<file path="src/rtl/mod_n_counter_pkg.sv">
`default_nettype none
// ============================================================================
//  Module      : mod_n_counter_pkg
//  Description : Shared types for the mod-N counter sequencing controller.
//                op_e    - command opcodes carried on cmd_op_i
//                state_e - controller FSM states
//  Revision    : 1.0 - initial release
// ============================================================================
package mod_n_counter_pkg;

    typedef enum logic [1:0] {
        OP_NOP   = 2'd0,
        OP_CLEAR = 2'd1,
        OP_RUN   = 2'd2,
        OP_STEP  = 2'd3
    } op_e;

    typedef enum logic [1:0] {
        ST_IDLE  = 2'd0,
        ST_CLEAR = 2'd1,
        ST_RUN   = 2'd2,
        ST_STEP  = 2'd3
    } state_e;

endpackage : mod_n_counter_pkg
`default_nettype wire

</file>
<file path="src/rtl/mod_n_counter_sync.sv">
`default_nettype none
// ============================================================================
//  Module      : mod_n_counter_sync
//  Description : Synchronous modulo-N counter with clear and increment
//                strobes. Clear has priority over increment.
//  Ports       : clk_i   - clock, rising edge
//                rst_i   - synchronous active-high reset
//                clear_i - force count to zero at the next edge
//                incr_i  - advance count by one (mod N) at the next edge
//                count_o - current count, 0..N-1
//                wrap_o  - incr_i while count is N-1 (combinational)
//  Revision    : 1.0 - initial release
// ============================================================================
module mod_n_counter_sync #(
    parameter int N = 5
) (
    input  wire logic                   clk_i,
    input  wire logic                   rst_i,
    input  wire logic                   clear_i,
    input  wire logic                   incr_i,
    output logic [$clog2(N)-1:0]        count_o,
    output logic                        wrap_o
);

    localparam int CW = $clog2(N);
    localparam logic [CW-1:0] c_max_count = CW'(N - 1);

    logic [CW-1:0] r_count;

    always_ff @(posedge clk_i) begin
        if (rst_i) begin
            r_count <= '0;
        end else if (clear_i) begin
            r_count <= '0;
        end else if (incr_i) begin
            r_count <= (r_count == c_max_count) ? '0 : r_count + CW'(1);
        end
    end

    assign count_o = r_count;
    // Aligned with the increment that rolls the count over to zero.
    assign wrap_o  = incr_i & (r_count == c_max_count);

endmodule : mod_n_counter_sync
`default_nettype wire

</file>
<file path="src/rtl/mod_n_counter_ctrl.sv">
`default_nettype none
// ============================================================================
//  Module      : mod_n_counter_ctrl
//  Description : Sequencing controller owning one mod-N counter. Accepts
//                CLEAR / RUN (prescaled free-run) / STEP (K increments)
//                commands on a valid/ready interface and drives registered
//                clear/increment strobes plus completion status.
//  Ports       : clk_i, rst_i            - clock / sync active-high reset
//                cmd_valid_i/cmd_ready_o - command handshake (ready = IDLE)
//                cmd_op_i, cmd_arg_i     - opcode and period / step count
//                stop_i                  - abort RUN or STEP
//                incr_o, clear_o         - registered counter strobes
//                count_o, wrap_o         - counter value and rollover pulse
//                busy_o, done_o          - not-IDLE flag, completion pulse
//  Revision    : 1.0 - initial release
// ============================================================================
module mod_n_counter_ctrl
    import mod_n_counter_pkg::*;
#(
    parameter int N     = 5,
    parameter int ARG_W = 8
) (
    input  wire logic                   clk_i,
    input  wire logic                   rst_i,
    input  wire logic                   cmd_valid_i,
    output logic                        cmd_ready_o,
    input  wire logic [1:0]             cmd_op_i,
    input  wire logic [ARG_W-1:0]       cmd_arg_i,
    input  wire logic                   stop_i,
    output logic                        incr_o,
    output logic                        clear_o,
    output logic [$clog2(N)-1:0]        count_o,
    output logic                        wrap_o,
    output logic                        busy_o,
    output logic                        done_o
);

    state_e             r_state, w_state_nxt;
    logic [ARG_W-1:0]   r_cnt, w_cnt_nxt;
    logic [ARG_W-1:0]   r_period, w_period_nxt;
    logic               r_incr, w_incr_nxt;
    logic               r_clear, w_clear_nxt;
    logic               r_done, w_done_nxt;
    logic [ARG_W-1:0]   w_arg_period;

    // A RUN period of zero behaves as period one.
    assign w_arg_period = (cmd_arg_i == '0) ? ARG_W'(1) : cmd_arg_i;

    always_ff @(posedge clk_i) begin
        if (rst_i) begin
            r_state  <= ST_IDLE;
            r_cnt    <= '0;
            r_period <= '0;
            r_incr   <= 1'b0;
            r_clear  <= 1'b0;
            r_done   <= 1'b0;
        end else begin
            r_state  <= w_state_nxt;
            r_cnt    <= w_cnt_nxt;
            r_period <= w_period_nxt;
            r_incr   <= w_incr_nxt;
            r_clear  <= w_clear_nxt;
            r_done   <= w_done_nxt;
        end
    end

    // All strobes are registered, so this block decides what the *next*
    // cycle shows. In RUN/STEP a cycle with done high is always the final
    // cycle of the command, which lets the stop-abort cycle and the last
    // STEP pulse share one exit path (and makes a late stop harmless).
    //
    // RUN: r_cnt counts cycles remaining until the next increment cycle;
    //      zero means "increment next cycle", then reload period-1.
    // STEP: r_cnt holds the number of pulses still to be issued.
    always_comb begin
        w_state_nxt  = r_state;
        w_cnt_nxt    = r_cnt;
        w_period_nxt = r_period;
        w_incr_nxt   = 1'b0;
        w_clear_nxt  = 1'b0;
        w_done_nxt   = 1'b0;

        case (r_state)
            ST_IDLE: begin
                if (cmd_valid_i) begin
                    case (op_e'(cmd_op_i))
                        OP_CLEAR: begin
                            w_state_nxt = ST_CLEAR;
                            w_clear_nxt = 1'b1;
                            w_done_nxt  = 1'b1;
                        end
                        OP_RUN: begin
                            w_state_nxt  = ST_RUN;
                            w_period_nxt = w_arg_period;
                            w_cnt_nxt    = w_arg_period - ARG_W'(1);
                        end
                        OP_STEP: begin
                            w_state_nxt = ST_STEP;
                            w_cnt_nxt   = cmd_arg_i;
                            w_done_nxt  = (cmd_arg_i == '0);
                        end
                        default: ;  // NOP is consumed with no effect
                    endcase
                end
            end

            ST_CLEAR: begin
                w_state_nxt = ST_IDLE;
            end

            ST_RUN: begin
                if (r_done) begin
                    w_state_nxt = ST_IDLE;
                end else if (stop_i) begin
                    w_done_nxt = 1'b1;
                end else begin
                    w_incr_nxt = (r_cnt == '0);
                    w_cnt_nxt  = (r_cnt == '0) ? r_period - ARG_W'(1)
                                               : r_cnt - ARG_W'(1);
                end
            end

            ST_STEP: begin
                if (r_done) begin
                    w_state_nxt = ST_IDLE;
                end else if (stop_i) begin
                    w_done_nxt = 1'b1;
                end else begin
                    w_incr_nxt = 1'b1;
                    w_cnt_nxt  = r_cnt - ARG_W'(1);
                    w_done_nxt = (r_cnt == ARG_W'(1));
                end
            end

            default: begin
                w_state_nxt = ST_IDLE;
            end
        endcase
    end

    mod_n_counter_sync #(
        .N       (N)
    ) u_counter (
        .clk_i   (clk_i),
        .rst_i   (rst_i),
        .clear_i (r_clear),
        .incr_i  (r_incr),
        .count_o (count_o),
        .wrap_o  (wrap_o)
    );

    assign cmd_ready_o = (r_state == ST_IDLE);
    assign busy_o      = (r_state != ST_IDLE);
    assign incr_o      = r_incr;
    assign clear_o     = r_clear;
    assign done_o      = r_done;

endmodule : mod_n_counter_ctrl
`default_nettype wire

</file>
<file path="config.mk">
export PLATFORM = sky130hd
export DESIGN_NAME = mod_n_counter_ctrl
export DESIGN_NICKNAME = d
export VERILOG_FILES = /design/src/rtl/mod_n_counter_pkg.sv /design/src/rtl/mod_n_counter_sync.sv /design/src/rtl/mod_n_counter_ctrl.sv
export SDC_FILE = /design/constraint.sdc
export NUM_CORES = 1
export LEC_CHECK = 0
export ABC_CLOCK_PERIOD_IN_PS = 3600
export CAP_MARGIN = 10
export CORE_ASPECT_RATIO = 0.75
export CORE_MARGIN = 2
export CORE_UTILIZATION = 40
export DETAILED_ROUTE_END_ITERATION = 10
export PLACE_DENSITY_LB_ADDON = 0.05
export SLEW_MARGIN = 10
export SYNTH_ARGS = -nofsm -noshare
export SYNTH_HDL_FRONTEND = slang
export SYNTH_SLANG_ARGS = --single-unit
</file>
<file path="constraint.sdc">
create_clock -name clk_i -period 3.6 [get_ports clk_i]
set_clock_uncertainty 0.2 [all_clocks]
set_input_delay 0.72 -clock clk_i [delete_from_list [all_inputs] [get_ports clk_i]]
set_output_delay 0.72 -clock clk_i [all_outputs]
set_load 0.03 [all_outputs]
</file>
==> key figures <==
Run status
  – Status: complete, no violations

CTS
  – Hold_buf cts: 0
  – Root Buffer: clkbuf_8
  – Worst-Skew Late Latency: 270 ps
  – Number of H-tree levels: 1
  – PostCTS Resize Cnt: 0
  – Clock transition at path regs: roughly 90 ps
  – Postcts setup bufs: 0
  – Total CTS buffers: 3
  – CTS tree: done
  – Clock tree sinks: 24
  – Clk buf depth: 2

Synthesis
  – Cell accounting for the most synthesized area: dfxtp_1
  – Distinct cells, synth: 45
  – Yosys warns: 0
  – Top cell type's share of synthesized area: 0.287
  – Ys flop type: dfxtp_1
  – Top cells by area, synth: dfxtp_1, ha_1, xnor2_1, nand2_1, nor2_1
  – Post-Synthesis Cells: 206
  – Post-synth EDFFs: 0
  – Avg Synthesized Cell Area: slightly above 8 sq um
  – Sequential area share after synthesis: 0.287
  – Async SR Flop Fraction: 0
  – Post-synthesis register bit count: 24
  – Syn nets: around 230
  – Post-Syn Area: 0.00167 sq mm

GRT
  – First-pass GRT wire length: between 6 and 7 mm
  – Congestion Overflow GR: 0
  – Largest net degree at the start of global routing: 15
  – Vias in the first global route: 1383
  – Total GRT Usage: 0.195
  – Initial antenna violation count: 0

Flow run
  – Max Cap Viol: 0

Final layout
  – Most frequent cells in the layout: dfxtp_1, nor2_1, nand2_1
  – Seq. cell area: 480 sq um
  – Syn-to-layout area delta: 20.8%
  – Multi-input gate area: 0.00111 sq mm
  – Layout cells sized above 1: 0.0783
  – Fin nets: 256
  – # diodes: 0
  – Commonest non-fill, non-tap cell in the layout: dfxtp_1
  – Fillers: 398
  – Utilization after layout: 0.502

STA
  – Max-slew violations: 0
  – Tmin final: roughly 3200 ps
  – Setup TNS: 0 ps
  – Slew @ Worst Pin: 520 ps
  – Relative slew slack: 0.653
  – Final WS setup: 397 ps
  – Hold Vio Cnt, Final: 0
  – FMAX: 312 MHz
  – RSZ-0062 raised after global routing: no
  – Fin crit share: 0.890
  – Setup violations, final: 0

Routing
  – DR vias/cell: between 5 and 6
  – Initial drt markers: 70
  – WL final: 4.25 mm
  – Residual DRC: 0
  – Wire length per cell: 14.9 um
  – Routed Antenna Nets: 0
  – Via count: 1506
  – Drt pass-1 iters: 4

Setup path
  – Critical path's largest stage delay: between 500 and 600 ps
  – CP Max Fanout: 5
  – Cells along the critical path: clkdlybuf4s50_1 -> or4_4 -> nor4_1 -> nor2_1 -> ha_1 -> mux2_2 -> o21ai_0 -> a21oi_1 -> a211oi_1
  – Slowest-stage cell, CP: or4_4
  – CP startpoint kind: primary input
  – Critical path class: primary input to register
  – Critical path required time: between 3000 and 4000 ps
  – Worst path bufs/invs: 1
  – CP delay by family, top: simple AND/OR/NAND/NOR gates
  – Worst reg-to-reg setup slack: 1450 ps
  – Worst setup EP type: register
  – CP arrival: 3200 ps

Place
  – HPWL after DPL: 3.25 mm
  – Gpl congestion: 0.858
  – Place WS: approximately 130 ps
  – IO Port Bufs: 22

Power and ir drop
  – Pwr Total: roughly 0.74 mW
  – Lkg Pwr: ~0.79 nW
  – Pwr Density: 367 mW/mm^2
  – Worst vdd ir: roughly 0.15 mV

Worst hold path
  – Worst Hold Class: register to register

Floorplanning
  – Core footprint: around 0.0040 sq mm
  – Die footprint: 0.00472 sq mm
  – Die Wd: a little under 80 um
  – Top Ports: 23
  – FP Rows: 20
  – Initial Util: 0.416
  – Die H: 60.0 um
-- cells in the mapped netlist (2+ instances only) --
master and count:
dfxtp_1 24, nand2_1 23, nor2_1 23, a21oi_1 15, inv_1 12, ha_1 11, nor3_1 10, xnor2_1 10
mux2i_1 6, o21ai_0 6, xor2_1 6, nor4_1 5, a211oi_1 4, and3_1 3, buf_2 3, clkbuf_1 3
mux2_2 3, nand2b_1 3, nor3b_1 3, o22a_1 3, or3_1 3, a22oi_1 2, nand4_1 2, nor2b_1 2
-- per-stage QoR --
step                hold WS (ps)  cell area (sq um)  std cells
detailed placement           277               1970        281
floorplan                    248               1670        206
global placement             275               1970        281
CTS                          290               2020        285
finish                       286               2020        285
global route                 317               2020        285
-- worst register-to-register path: stages, from the launching register on --
cell and delay (ps):
dfxtp_1 390, nor4_4 470, nor4b_4 320, mux2_2 360
a21oi_1 200, a211oi_2 90
-- final timing paths --
path | start | endpoint | depth (start not counted)
setup / recovery | cmd_arg_i[5] | r_cnt[1] | 9
hold / removal | r_period[5] | r_period[5] | 2
setup reg to reg | r_cnt[2] | r_cnt[7] | 5
hold reg to reg | r_period[5] | r_period[5] | 2
-- cell type report --
type	count	share of cell area
Inverter	12	0.0223
Sequential cell	24	0.238
Clock buffer	4	0.0272
Timing Repair Buffer	27	0.127
Multi-Input combinational cell	163	0.551
Tap cell	55	0.0340
-- state kept, by name (all words and copies together), names as in the netlist --
name	flops
r_cnt	8
done_o	1
incr_o	1
r_state	2
clear_o	1
u_counter.count_o	3
r_period	8
-- power breakdown --
group          internal [mW]  switching (mW)
clock                 0.0979          0.0926
combinational          0.116           0.127
sequential             0.281          0.0280
-- cell families after synthesis --
family / Yosys count / share of synthesized area
compound gates: 41 / 0.170
xor+xnor: 16 / 0.0837
fa+ha+maj: 11 / 0.0822
buf+inv: 19 / 0.0471
flops: 24 / 0.287
mux: 9 / 0.0561
simple gates: 86 / 0.274
-- metal layers --
metal,wire (um),global-route usage,vias up
met5,0,0,-
met4,44,0.0451,0
met3,235,0.0453,7
met2,1820,0.302,36
met1,2150,0.277,686
li1,-,-,777
No activity file was read; power rests on OpenSTA's default activity.
==> RTL change 1 (same settings) <==
Reset style: asynchronous (`rst_i`), changed in 2 clocked blocks. Comments in the files are not updated.
--- a/src/rtl/mod_n_counter_sync.sv
+++ b/src/rtl/mod_n_counter_sync.sv
@@ -29,3 +29,3 @@
 
-    always_ff @(posedge clk_i) begin
+    always_ff @(posedge clk_i or posedge rst_i) begin
         if (rst_i) begin
--- a/src/rtl/mod_n_counter_ctrl.sv
+++ b/src/rtl/mod_n_counter_ctrl.sv
@@ -48,3 +48,3 @@
 
-    always_ff @(posedge clk_i) begin
+    always_ff @(posedge clk_i or posedge rst_i) begin
         if (rst_i) begin
Behaviour: differs if rst_i is asserted again (counterexample within 4 cycles, from zero or initial values and one cycle with rst_i high); with rst_i held inactive, the same outputs for 10 cycles.
==> RTL change 1 against the unedited design <==
Utilization up 0.39 points; routed wire length down 0.64%; sequential share of layout area up 4.8 points; non-clock buffer count down 5; cell count down 5.3%; hold slack better by 0.023 ns; area after synthesis up 5.8%; setup slack better by 0.13 ns; sequential cell count unchanged; cell area up 3.9%; critical path depth unchanged; die area up 5.5%; largest cell class unchanged.
Power is not compared: it rests on default switching activity, and its combinational part moved more than twofold at a synthesized area within 25%.
==> RTL change 1: results (changes against the unedited design) <==
run status=completed; multi-input logic area=1080 um2 (-2.8%); Post-Syn Area per Cell=9.13 um2 (+12%); Via Count=1,514 (+0.53%); die area=4980 um2 (+5.5%); Critical Path Source=cmd_arg_i[2]; filler cell count=420 (+5.5%); count of plain and timing-repair buffers=22 (-19%); r2r endpoint=r_cnt[7]; ClkCell Share=3.39% (+0.67 points); Placement Setup Slack=0.338 ns (+0.204 ns); critical hold path startpoint=clear_o; CP arrival=3.02 ns (-0.18 ns); sequential share of cell area=28.6% (+4.8 points); Synth top cells by count=dfrtp_1, nor2_1, a21oi_1, inv_1, ha_1; Crit Path Max Fanout=8 (+3); seq_cells=24 (unchanged); post-DR vias/cell=5.61 (+6.1%); Non-clk invs=15 (+3); pin count of the biggest net entering global routing=25 (+10); Netlist cell types=51 (+13%); DRT Wirelength=4.22 mm (-0.64%); max_slew headroom=35.3% (-30 points); critical path endpoint=r_cnt[1]; share of layout cells above drive strength 1=11.6% (+3.8 points); CLK BUF=3 (-1); R2R Setup Slk=1.19 ns (-0.26 ns); delay-heaviest family, CP=compound AO/OA/AOI/OAI gates; syn_nets=219 (-5.2%); Seq/Total Area, Yosys=33.9% (+5.2 points); f_max=0.325 GHz (+4.2%); placed cell areas=2030 um2 (+3.2%); first-pass GRT wire length=7.15 mm (+2.6%)
==> RTL change 1: cell types whose count changed after synthesis, sizes merged, moves of 3 or more <==
cell / change
a211oi: -5
dfrtp: +24
dfxtp: -24
inv: +3
mux2: +4
nand2: -13
nor3: -4
nor4: -3
o21ai: +3
o22a: -3
o22ai: +5
or3: +3
xnor2: -5
==> RTL change 1: power breakdown <==
part	leakage, nW	internal, mW	switching (mW)
sequential	0.296	0.383	0.175
combinational	0.525	0.314	0.359
clock	0.0357	0.149	0.0922
total	0.857	0.845	0.627
==> RTL change 1: layer usage <==
metal  global-route usage (%)  up-vias  part of all wire (%)
li1                         -      738                     -
met1                     28.5      736                    52
met2                     29.5       38                    43
met3                     3.96        2                   4.9
met4                     2.91        0                  0.36
met5                        0        -                     0
==> RTL change 1: cells by family after synthesis <==
family	after synthesis	synth area share, %
simple gates	68	23.3
xor+xnor	11	5.44
fa+ha+maj	11	7.77
buf+inv	20	4.94
flops	24	33.9
mux	14	8.40
compound gates	46	16.2
==> RTL change 2 (config.mk and constraints unchanged) <==
Made on the original files. `N` is set to 5 in 2 places; all go to 10.
--- a/src/rtl/mod_n_counter_sync.sv
+++ b/src/rtl/mod_n_counter_sync.sv
@@ -14,3 +14,3 @@
 module mod_n_counter_sync #(
-    parameter int N = 5
+    parameter int N = 10
 ) (
--- a/src/rtl/mod_n_counter_ctrl.sv
+++ b/src/rtl/mod_n_counter_ctrl.sv
@@ -19,3 +19,3 @@
 #(
-    parameter int N     = 5,
+    parameter int N     = 10,
     parameter int ARG_W = 8
Ports: changed (resized count_o); port bits go from 23 to 24. The function was not compared with the original's and may differ.
==> RTL change 2 against the unedited design <==
Setup slack better by 0.051 ns; die area is 0.49% higher; synthesized cell count is 0.97% higher; routed wire length hardly changed; cell area is 0.80% lower; via count is 3.2% higher; combinational power is 7% lower; clock power is 9% lower; area after synthesis is 0.52% higher; total power is 4.0% lower; global-route usage is 0.33 points higher; sequential share of layout area is 1.2 points higher; sequential cell count is 1 higher; cell count is 0.35% higher.
==> RTL change 2: results (changes against the unedited design) <==
run status=completed; Reg-to-Reg Start=r_cnt[0]; fin cells=286 (+0.35%); clock network fraction of design power=24.3% (-1.4 points); share of layout cells above drive strength 1=7.79% (-0.034 points); Synth top cells by count=nand2_1, dfxtp_1, a21oi_1, nor2_1, inv_1; Worst Hold Path EP=r_period[7]; syn_nets=230 (-0.43%); Synth Area in Adders=5.95% (-2.3 points); max_slew headroom=59.9% (-5.4 points); Critical Path Source=cmd_arg_i[3]; post-synthesis compound-gate area fraction=19.2% (+2.2 points); Seq/Total Area, Yosys=29.7% (+1.0 points); r2r endpoint=r_cnt[3]; largest cells by area after synthesis=dfxtp_1, nand2_1, ha_1, a21oi_1, xnor2_1; Total GRT Usage=19.8% (+0.33 points); initial antenna violation count=0 (unchanged); TritonRoute pass-1 iters=4 (unchanged); Max IR drop VDD=0.000150 V (-1.0%); drt initial violations=121 (+73%); P_leak=0.728 nW (-7.3%); Netlist cell types=48 (+6.7%); cells after synthesis=208 (+0.97%); HPWL after DPL=3.32 mm (+2.2%); Port Buffers=23 (+4.5%); multiplexer share of the synthesized area=3.05% (-2.6 points); H-tree depth=1 (unchanged); Nets=254 (-0.78%); Placed Cells=282 (+0.36%); filler cell count=414 (+4.0%); R2R Setup Slk=1.26 ns (-0.19 ns); CP arrival=3.11 ns (-0.09 ns); Synth Area in XOR/XNOR=6.77% (-1.6 points); vias in the first global route=1,499 (+8.4%); first-pass GRT wire length=7.33 mm (+5.2%); critical hold path startpoint=r_period[7]; clk_lat worst skew=0.27 ns (about the same); GP Congestion=0.896 (+4.4%); pin count of the biggest net entering global routing=21 (+6); placed cell areas=1960 um2 (-0.32%); R2R depth=7 (+2); DRT Wirelength=4.25 mm (about the same); post-DR vias/cell=5.43 (+2.8%); Crit Path Max Fanout=6 (+1); Switching Share=33.7% (+0.29 points); fraction of registers with async set/reset=0% (unchanged)
RTL change 2: cell types whose count changed after synthesis, moves of 3 or more:
cell	before	now
o22a_1	3	0
o21ai_0	6	2
nand2_1	23	28
mux2_2	3	0
nand3_1	1	8
a311oi_1	1	4
ha_1	11	8
nor4_1	5	1
nor2_1	23	15
RTL change 2: final cells by class:
class	count	area [um2]	share of cell area, %
tap	55	68.8	3.43
timing repair buffer	26	253	12.6
multi-input combinational	162	1090	54.1
sequential	25	500	25.0
inverter	14	52.6	2.62
clock buffer	4	45.0	2.25
RTL change 2: critical path: stages:
cell	delay, ns
clkdlybuf4s50_1	0.52
or3_4	0.45
nor4b_4	0.26
nor2_1	0.10
ha_1	0.28
nor2_1	0.04
a21oi_1	0.25
o22ai_1	0.13
a311oi_1	0.27
a211oi_1	0.08
RTL change 2: worst max path at each step:
stage | to | slack [ns]
after detailed placement | r_cnt[1] | 0.21
after floorplan | r_cnt[4] | 0.99
final | r_cnt[1] | 0.45
after CTS | r_cnt[1] | 0.50
after global placement | r_cnt[1] | 0.26
after global routing | r_cnt[4] | 0.31
RTL change 2: cells by family after synthesis:
family	Yosys count
simple gates	89
compound gates	47
buf+inv	21
fa+ha+maj	8
flops	25
mux	5
xor+xnor	13
RTL change 2: through the flow:
stage          total power [mW]  hold WS, ns  util, %  worst slack [ns]
2_1_floorplan             0.476        0.249        -             0.988
3_3_place_gp              0.544        0.265     48.4             0.255
3_5_place_dp              0.544        0.265     48.4             0.208
4_1_cts                   0.717        0.279     49.5             0.499
5_1_grt                   0.757        0.293     49.5             0.311
6_report                  0.714        0.275     49.5             0.448
RTL change 2: power groups by stage:
stage	sequential (mW)	clock, mW	combinational, mW
after floorplan	0.318	0	0.159
after global placement	0.321	0	0.222
after detailed placement	0.322	0	0.223
after CTS	0.315	0.177	0.224
after global routing	0.319	0.188	0.250
final	0.315	0.173	0.225
RTL change 2: metal layers:
metal | GRT usage (%) | vias up | routed length, um
met3 | 3.63 | 6 | 221
li1 | - | 792 | -
met4 | 4.19 | 0 | 55
met2 | 31.4 | 45 | 1780
met5 | 0 | - | 0
met1 | 28.5 | 711 | 2180
